--- src/rtl/log_mult_pkg.sv ---
// Shared definitions for the log-multiplier datapath: characteristic width
// helper and the k/x/zero word passed between the log, adder and antilog stages.
package log_mult_pkg;

    // Reference geometry of the log-multiplier datapath
    localparam int LOG_DWIDTH  = 16;
    localparam int LOG_M_WIDTH = 6;

    // k needs one bit beyond the leading-one index so that a rounding carry
    // can push it to DWIDTH
    function automatic int k_width(input int dwidth);
        return $clog2(dwidth) + 1;
    endfunction

    localparam int LOG_K_WIDTH = k_width(LOG_DWIDTH);

    // Log-domain word exchanged with the adder stage and antilog_conv
    typedef struct packed {
        logic [LOG_K_WIDTH-1:0] k;
        logic [LOG_M_WIDTH-1:0] x;
        logic                   zero;
    } log_word_t;

endpackage

--- src/rtl/log_conv_lod.sv ---
// Leading-one detector: index of the most-significant set bit plus an
// all-zero flag. Purely combinational; index is 0 for a zero operand.
module lod
    import log_mult_pkg::*;
#(
    parameter  int DWIDTH = 16,
    localparam int IW     = $clog2(DWIDTH)
) (
    input  logic [DWIDTH-1:0] data,
    output logic [IW-1:0]     index,
    output logic              zero
);

    // Scan upward so the highest set bit wins
    always_comb begin
        index = '0;
        for (int i = 0; i < DWIDTH; i++) begin
            if (data[i]) begin
                index = IW'(i);
            end
        end
        zero = ~|data;
    end

endmodule

--- src/rtl/log_conv.sv ---
// Linear-to-log converter: unsigned operand -> characteristic k (leading-one
// position) and left-aligned fraction x. Two pipeline stages with a
// valid/ready handshake and no skid buffer (in_ready depends on out_ready).
// Optional macro LOG_CONV_ROUND_EN: round x half-up on the first discarded
// bit, carrying into k on overflow; otherwise x is plainly truncated.
module log_conv
    import log_mult_pkg::*;
#(
    parameter  int DWIDTH  = 16,
    parameter  int M_WIDTH = 6,
    localparam int K_WIDTH = k_width(DWIDTH)
) (
    input  logic               clk,
    input  logic               rst,
    input  logic               in_valid,
    output logic               in_ready,
    input  logic [DWIDTH-1:0]  in_data,
    output logic               out_valid,
    input  logic               out_ready,
    output logic [K_WIDTH-1:0] out_k,
    output logic [M_WIDTH-1:0] out_x,
    output logic               out_zero
);

    localparam int IW = $clog2(DWIDTH);
    // normalised operand with M_WIDTH+1 zero bits appended, so x and the
    // round bit are always available even when k < M_WIDTH
    localparam int EW = DWIDTH + M_WIDTH + 1;

    logic              adv1;
    logic              adv2;

    logic              s1_valid_reg;
    logic [DWIDTH-1:0] s1_data_reg;
    logic [IW-1:0]     s1_k_reg;
    logic              s1_zero_reg;

    logic [IW-1:0]     lod_index;
    logic              lod_zero;

    logic [IW-1:0]     shamt;
    logic [DWIDTH-1:0] norm;
    logic [EW-1:0]     norm_ext;
    logic [M_WIDTH-1:0] x_trunc;
    logic [K_WIDTH-1:0] k_ext;
    logic [M_WIDTH-1:0] x_next;
    logic [K_WIDTH-1:0] k_next;

    // A stage advances when its downstream register is empty or draining
    assign adv2     = ~out_valid | out_ready;
    assign adv1     = ~s1_valid_reg | adv2;
    assign in_ready = adv1;

    lod #(
        .DWIDTH (DWIDTH)
    ) u_lod (
        .data  (in_data),
        .index (lod_index),
        .zero  (lod_zero)
    );

    // Stage 1: capture operand with its leading-one index and zero flag
    always_ff @(posedge clk or posedge rst) begin
        if (rst) begin
            s1_valid_reg <= 1'b0;
            s1_data_reg  <= '0;
            s1_k_reg     <= '0;
            s1_zero_reg  <= 1'b0;
        end else if (adv1) begin
            s1_valid_reg <= in_valid;
            if (in_valid) begin
                s1_data_reg <= in_data;
                s1_k_reg    <= lod_index;
                s1_zero_reg <= lod_zero;
            end
        end
    end

    // Stage 2 datapath: normalise so the leading one sits at the MSB, then
    // take the next M_WIDTH bits as the fraction
    always_comb begin
        shamt    = IW'(DWIDTH - 1) - s1_k_reg;
        norm     = s1_data_reg << shamt;
        norm_ext = {norm, {(M_WIDTH + 1){1'b0}}};
        // bits [EW-2 -: M_WIDTH] sit just below the leading one
        x_trunc  = M_WIDTH'(norm_ext >> DWIDTH);
        k_ext    = {1'b0, s1_k_reg};
    end

`ifdef LOG_CONV_ROUND_EN
    logic               round_bit;
    logic [M_WIDTH:0]   x_sum;

    // Round half-up on the first discarded bit; a carry out of x bumps k
    always_comb begin
        round_bit = norm_ext[DWIDTH-1];
        x_sum     = {1'b0, x_trunc} + (M_WIDTH + 1)'(round_bit);
        if (x_sum[M_WIDTH]) begin
            x_next = '0;
            k_next = k_ext + K_WIDTH'(1);
        end else begin
            x_next = x_sum[M_WIDTH-1:0];
            k_next = k_ext;
        end
    end
`else
    // Pure truncation
    always_comb begin
        x_next = x_trunc;
        k_next = k_ext;
    end
`endif

    // Stage 2 register: results held stable while stalled downstream
    always_ff @(posedge clk or posedge rst) begin
        if (rst) begin
            out_valid <= 1'b0;
            out_k     <= '0;
            out_x     <= '0;
            out_zero  <= 1'b0;
        end else if (adv2) begin
            out_valid <= s1_valid_reg;
            if (s1_valid_reg) begin
                out_k    <= k_next;
                out_x    <= x_next;
                out_zero <= s1_zero_reg;
            end
        end
    end

endmodule

--- config.mk ---
export PLATFORM = sky130hd
export DESIGN_NAME = log_conv
export DESIGN_NICKNAME = d
export VERILOG_FILES = /design/src/rtl/log_mult_pkg.sv /design/src/rtl/log_conv_lod.sv /design/src/rtl/log_conv.sv
export SDC_FILE = /design/constraint.sdc
export NUM_CORES = 1
export LEC_CHECK = 0
export CAP_MARGIN = 20
export CORE_MARGIN = 2
export CORE_UTILIZATION = 50
export CTS_BUF_LIST = sky130_fd_sc_hd__clkbuf_16
export DETAILED_ROUTE_END_ITERATION = 7
export PLACE_DENSITY_LB_ADDON = 0.3
export SLEW_MARGIN = 20
export SYNTH_ARGS = -nofsm -noshare
export SYNTH_HDL_FRONTEND = slang
export SYNTH_SLANG_ARGS = --single-unit
export TNS_END_PERCENT = 50
--- constraint.sdc ---
create_clock -name clk -period 2.2 [get_ports clk]
set_clock_uncertainty 0.1 [all_clocks]
set_input_delay 0.44 -clock clk [delete_from_list [all_inputs] [get_ports clk]]
set_output_delay 0.44 -clock clk [all_outputs]
set_load 0.01 [all_outputs]
* After elaboration in Yosys (flattened, before gate mapping)
Cells that the tools add are included.
** Cells by class
- Add/sub/neg operators :: 1
- Shift operators :: 1
- Mux-type cells :: 15
- Bitwise operators :: 4
- Reduce and logical (&&, ||, !) cells :: 4
** Operator list (count)
- $mux W4 :: 8
- $reduce_or A16 Y1 :: 1
- $shl A16 B4 Y15 :: 1
- $mux W3 :: 4
- $mux W2 :: 2
- $reduce_and A2 Y1 :: 2
- $sub A4 B4 Y4 const A :: 1
- $not A1 Y1 :: 2
- $or A1 B1 Y1 :: 2
- $logic_not A1 Y1 :: 1
- $mux W1 :: 1
** Storage, ports and cells
- Flip-flop bits (word level) :: 34
- Input bits :: 20

* Longest topological paths before layout
- Depth after elaboration :: 15
- Mapped depth :: 7
- Gate-level depth less buffers :: 5

* Modules after synthesis
Synthesis repeated with hierarchy kept, for this count alone.
** Second synthesis, totals
- Cells, all modules :: 172
- Area total of the unflattened synthesis :: 1975.6 um2
** By module, submodules not included
- log_conv :: times used 1, cells each 143, area each 1814.2 um2
- lod :: times used 1, cells each 29, area each 161.4 um2

* Least setup slack after synthesis
No wires, ideal clock.
- Path type :: input to register
- Start point :: in out_ready
- End point :: reg s1_data_reg[3]
- Setup time :: 0.125 ns
- Data arrival time :: 1.522 ns
- Setup slack :: 0.453 ns
- Stages on the path :: 4
- Buffers on the path :: 1
- Path through :: nand3b_1 > nand2_1 > buf_2 > mux2_2
** Between the ends
- Cells in the longest elaborated chain, start to end :: 3
** RTL lines
- start, declared :: RTL line log_conv.sv:19 : input logic out_ready,
- $or A1 B1 Y1 :: RTL line log_conv.sv:50 : assign adv2 = ~out_valid | out_ready;
- $or A1 B1 Y1 :: RTL line log_conv.sv:51 : assign adv1 = ~s1_valid_reg | adv2;
- $reduce_and A2 Y1 (no source line)
- end signal, assigned :: RTL line log_conv.sv:72 : s1_data_reg <= in_data;
- end, declared :: RTL line log_conv.sv:34 : logic [DWIDTH-1:0] s1_data_reg;
No other way between the ends.
A chain may end at the register's enable or synchronous reset.

* Worst setup path after layout
- Start point :: in out_ready
- End point :: out in_ready
** Between the ends
- Cells in the longest elaborated chain, start to end :: 2
** RTL lines
- $or A1 B1 Y1 :: RTL line log_conv.sv:50
- $or A1 B1 Y1 :: RTL line log_conv.sv:51
- end, declared :: RTL line log_conv.sv:16 : output logic in_ready,
No other way between the ends.

==> metrics.md <==
| Metric | Value |
|---|---|
| Outcome | finished, final reports clean |
| TritonCTS Buffers | 5 |
| Most frequent cells after synthesis | dfrtp_1 (33), nand2_1 (29), mux2_2 (18) |
| CTS tree | done |
| Critical path class | in2out |
| Slowest cell on the critical path | clkdlybuf4s50_1 |
| Setup TNS | 0 ns |
| CP Max Fanout | 2 |
| Crit-path most repeated cell | clkdlybuf4s50_1 |
| Antenna violations before repair | 0 |
| R2R depth | 4 |
| Total power | 2.00 mW |
| Number of warning messages in the yosys log | 0 |
| Combinational Power Share | 28.0% |
| Setup ws final | 0.0642 ns |
| Synth top area cells | dfrtp_1 (44%), mux2_2 (11%), mux4_1 (9.8%), nand2_1 (5.8%), mux2i_1 (4.3%) |
| # H-tree levels | 2 |
| Slew Limit Headroom | 64.1% |
| Hold_ws | 0.372 ns |
| Vias in the first global route | roughly 1500 |
| Port-buffer cells | 32 |
| First-pass detailed-route iteration total | 4 |
| Vias post-DR | 1487 |
| Placed cell area | 2260 sq um |
| Core outline area | 3630 sq um |
| Mapped Nets | 195 |
| Residual DRC | 0 |
| Setup crit end kind | output pin |
| WHS Path Cells | 2 |
| Seq pwr share | about 40% |
| Slew Limit Fails | 0 |
| DRT antenna net count | 0 |
| Diodes inserted | 0 |
| Seq cells post-synth | 33 |
| Final Hold Viols | 0 |
| Post-synthesis async set-or-reset flop share | between 90% and 100% |
| R2r setup slk | approximately 0.25 ns |
| DR vias/cell | 5.79 |
| DIE HEIGHT | approximately 65 microns |
| First-pass GRT wire length | 7010 microns |
| Layout Cell Area excl Fill | 2400 sq um |
| Endpoints failing setup | 0 |
| # IOs | 34 |
| Overall Global Routing Usage | around 22% |
| Crit path max-delay family | buffers and inverters |
| Clock Tree Buf Depth | 2 |
| RSZ-0062 raised after global routing | no |
| Largest area contributor in the netlist | dfrtp_1 |
| Post-CTS sizing | 0 |
| Placed Cells | 250 |
| Peak VDD IR | between 0.5 and 0.6 mV |
| DIE AREA | 4270 sq um |
| Area growth syn-to-layout | 27.4% |
| P_sw | 558 uW |
| Worst-margin pin slew | 0.532 ns |
| Final core utilization | 66.0% |
| CTS sink cnt | 33 |
| Unique masters post-synth | 37 |
| Post-Place Worst Slack | 0.0749 ns |
| Die width | 65.4 microns |
| Min Tclk post-route | 2.14 ns |
| Worst-Skew Late Latency | 0.28 ns |
| Worst r2r dst | out_x[4] |
| Synth Instances | 175 |
| EDFF count, synth | 0 |
| Post-CTS Hold Buffers | 0 |
| Total gr overflow | 0 |
| Max_cap viols | 0 |
| Max reg flops | 15 |
| Net Sw Frac | 27.9% |
| Critical Path RT | 1.66 ns |
| Initial Util | 51.8% |
| Power share of the clock group | around 32% |
| DRT iter0 DRCs | 57 |
| Post-Syn Area | ~1900 sq um |
| WP buf/inv | 2 |
| Post-synthesis sequential area ratio | 43.9% |
| Total wire length | 4040 microns |
| Fmax | 0.468 GHz |
| Worst-path clk slew | 0.05 ns |
| HP Start | out_k[2] |
| Nets | approximately 230 |
| Placer Congestion | 0.857 |
| Fin cells | approximately 260 |
| Top-area cell type share of the netlist area | about 44% |
| Hpwl dp | around 3000 microns |
| Critical-path cell list | clkdlybuf4s50_1 -> nand3b_1 -> clkdlybuf4s50_1 |
| Pint | between 1 and 1.5 mW |
| Hold EP | out_k[2] |
| Share of post-route cells with drive strength above 1 | 15.3% |
| Max incr delay on CP | 0.54 ns |
| Fin crit share | 97.1% |
| Post-CTS Setup Bufs | 0 |
| Post-synth top flop | dfrtp_1 |
| Top-count cell post-synth | dfrtp_1 |
| CTS root buffer | clkbuf_16 |
| Worst EP arrival | ~1.6 ns |
| Drt wl/cell | 15.7 microns |
| Largest net degree at the start of global routing | 34 |
| Pwr dens | 833 nW/um^2 |
| Rows | 22 |
| Min-delay worst type | reg2reg |
| Leak Pwr | about 1.1 nW |
| Worst reg2reg startpoint | s1_k_reg[0] |
| Syn avg cell area | 10.8 sq um |
| CP startpoint kind | input pin |
-- cell type report --
| type | count | area, sq um |
|---|---|---|
| sequential | 33 | 826 |
| multi-input combinational | 126 | 978 |
| inverter | 4 | 15.0 |
| clock buffer | 5 | 125 |
| timing repair buffer | 39 | 385 |
| fill | 304 | 1240 |
| clock inverter | 2 | 7.51 |
| tap | 48 | 60.1 |
-- cells by family (layout without fill, tap and decap cells) --
logic type | count (synthesis) | count (layout) | share of synthesized area, %
and+or+nand+nor | 57 | 57 | 13.8
muxes | 35 | 35 | 26.6
AOI/OAI and AO/OA | 33 | 33 | 11.4
DFF | 33 | 33 | 43.9
buffers and inverters | 16 | 50 | 4.12
other | 1 | 1 | 0.199
-- worst min-delay path, stage by stage (launching register included) --
cell and delay [ns]:
dfrtp_1 0.34, nand2_1 0.05, nand2_1 0.05
-- cell usage in the layout (no fill, tap or decap), types with 2 or more instances in the layout --
cell | Yosys | layout
a21oi_1 | 9 | 9
buf_4 | 1 | 6
nor2_1 | 11 | 11
nand2_1 | 29 | 29
nor3_1 | 3 | 3
dfrtp_1 | 33 | 33
inv_1 | 4 | 5
clkdlybuf4s50_1 | 0 | 32
mux2i_1 | 8 | 8
o31ai_1 | 2 | 2
clkbuf_16 | 0 | 5
mux4_1 | 7 | 7
o21ai_0 | 7 | 7
a211oi_1 | 2 | 2
a31oi_1 | 4 | 4
mux2_2 | 18 | 18
nor4_1 | 2 | 2
nand2b_1 | 6 | 6
-- worst max path at each step --
| stage | slack, ns | startpoint | cells past startpoint | end |
|---|---|---|---|---|
| after floorplan | 0.45 | out_ready | 4 | s1_data_reg[3] |
| after global placement | 0.10 | out_ready | 3 | in_ready |
| after detailed placement | 0.07 | out_ready | 3 | in_ready |
| after CTS | 0.06 | out_ready | 3 | in_ready |
| after global routing | 0.01 | out_ready | 3 | in_ready |
| final | 0.06 | out_ready | 3 | in_ready |
-- layer usage --
metal  part of all wire (%)  up-vias  global-route usage, %
li1                       -      709                      -
met1                     41      717                   26.0
met2                     50       47                   36.9
met3                    5.9       14                   7.36
met4                    3.1        0                   10.9
met5                      0        -                      0
-- power by group through the flow --
stage          clock network (mW)  logic (mW)  registers, mW
6_report                    0.639       0.559          0.800
2_1_floorplan                   0       0.343          0.792
3_5_place_dp                    0       0.558          0.810
3_3_place_gp                    0       0.542          0.801
4_1_cts                     0.647       0.564          0.800
5_1_grt                     0.676       0.615          0.814
Note: power is estimated with default switching activity, not from simulation.
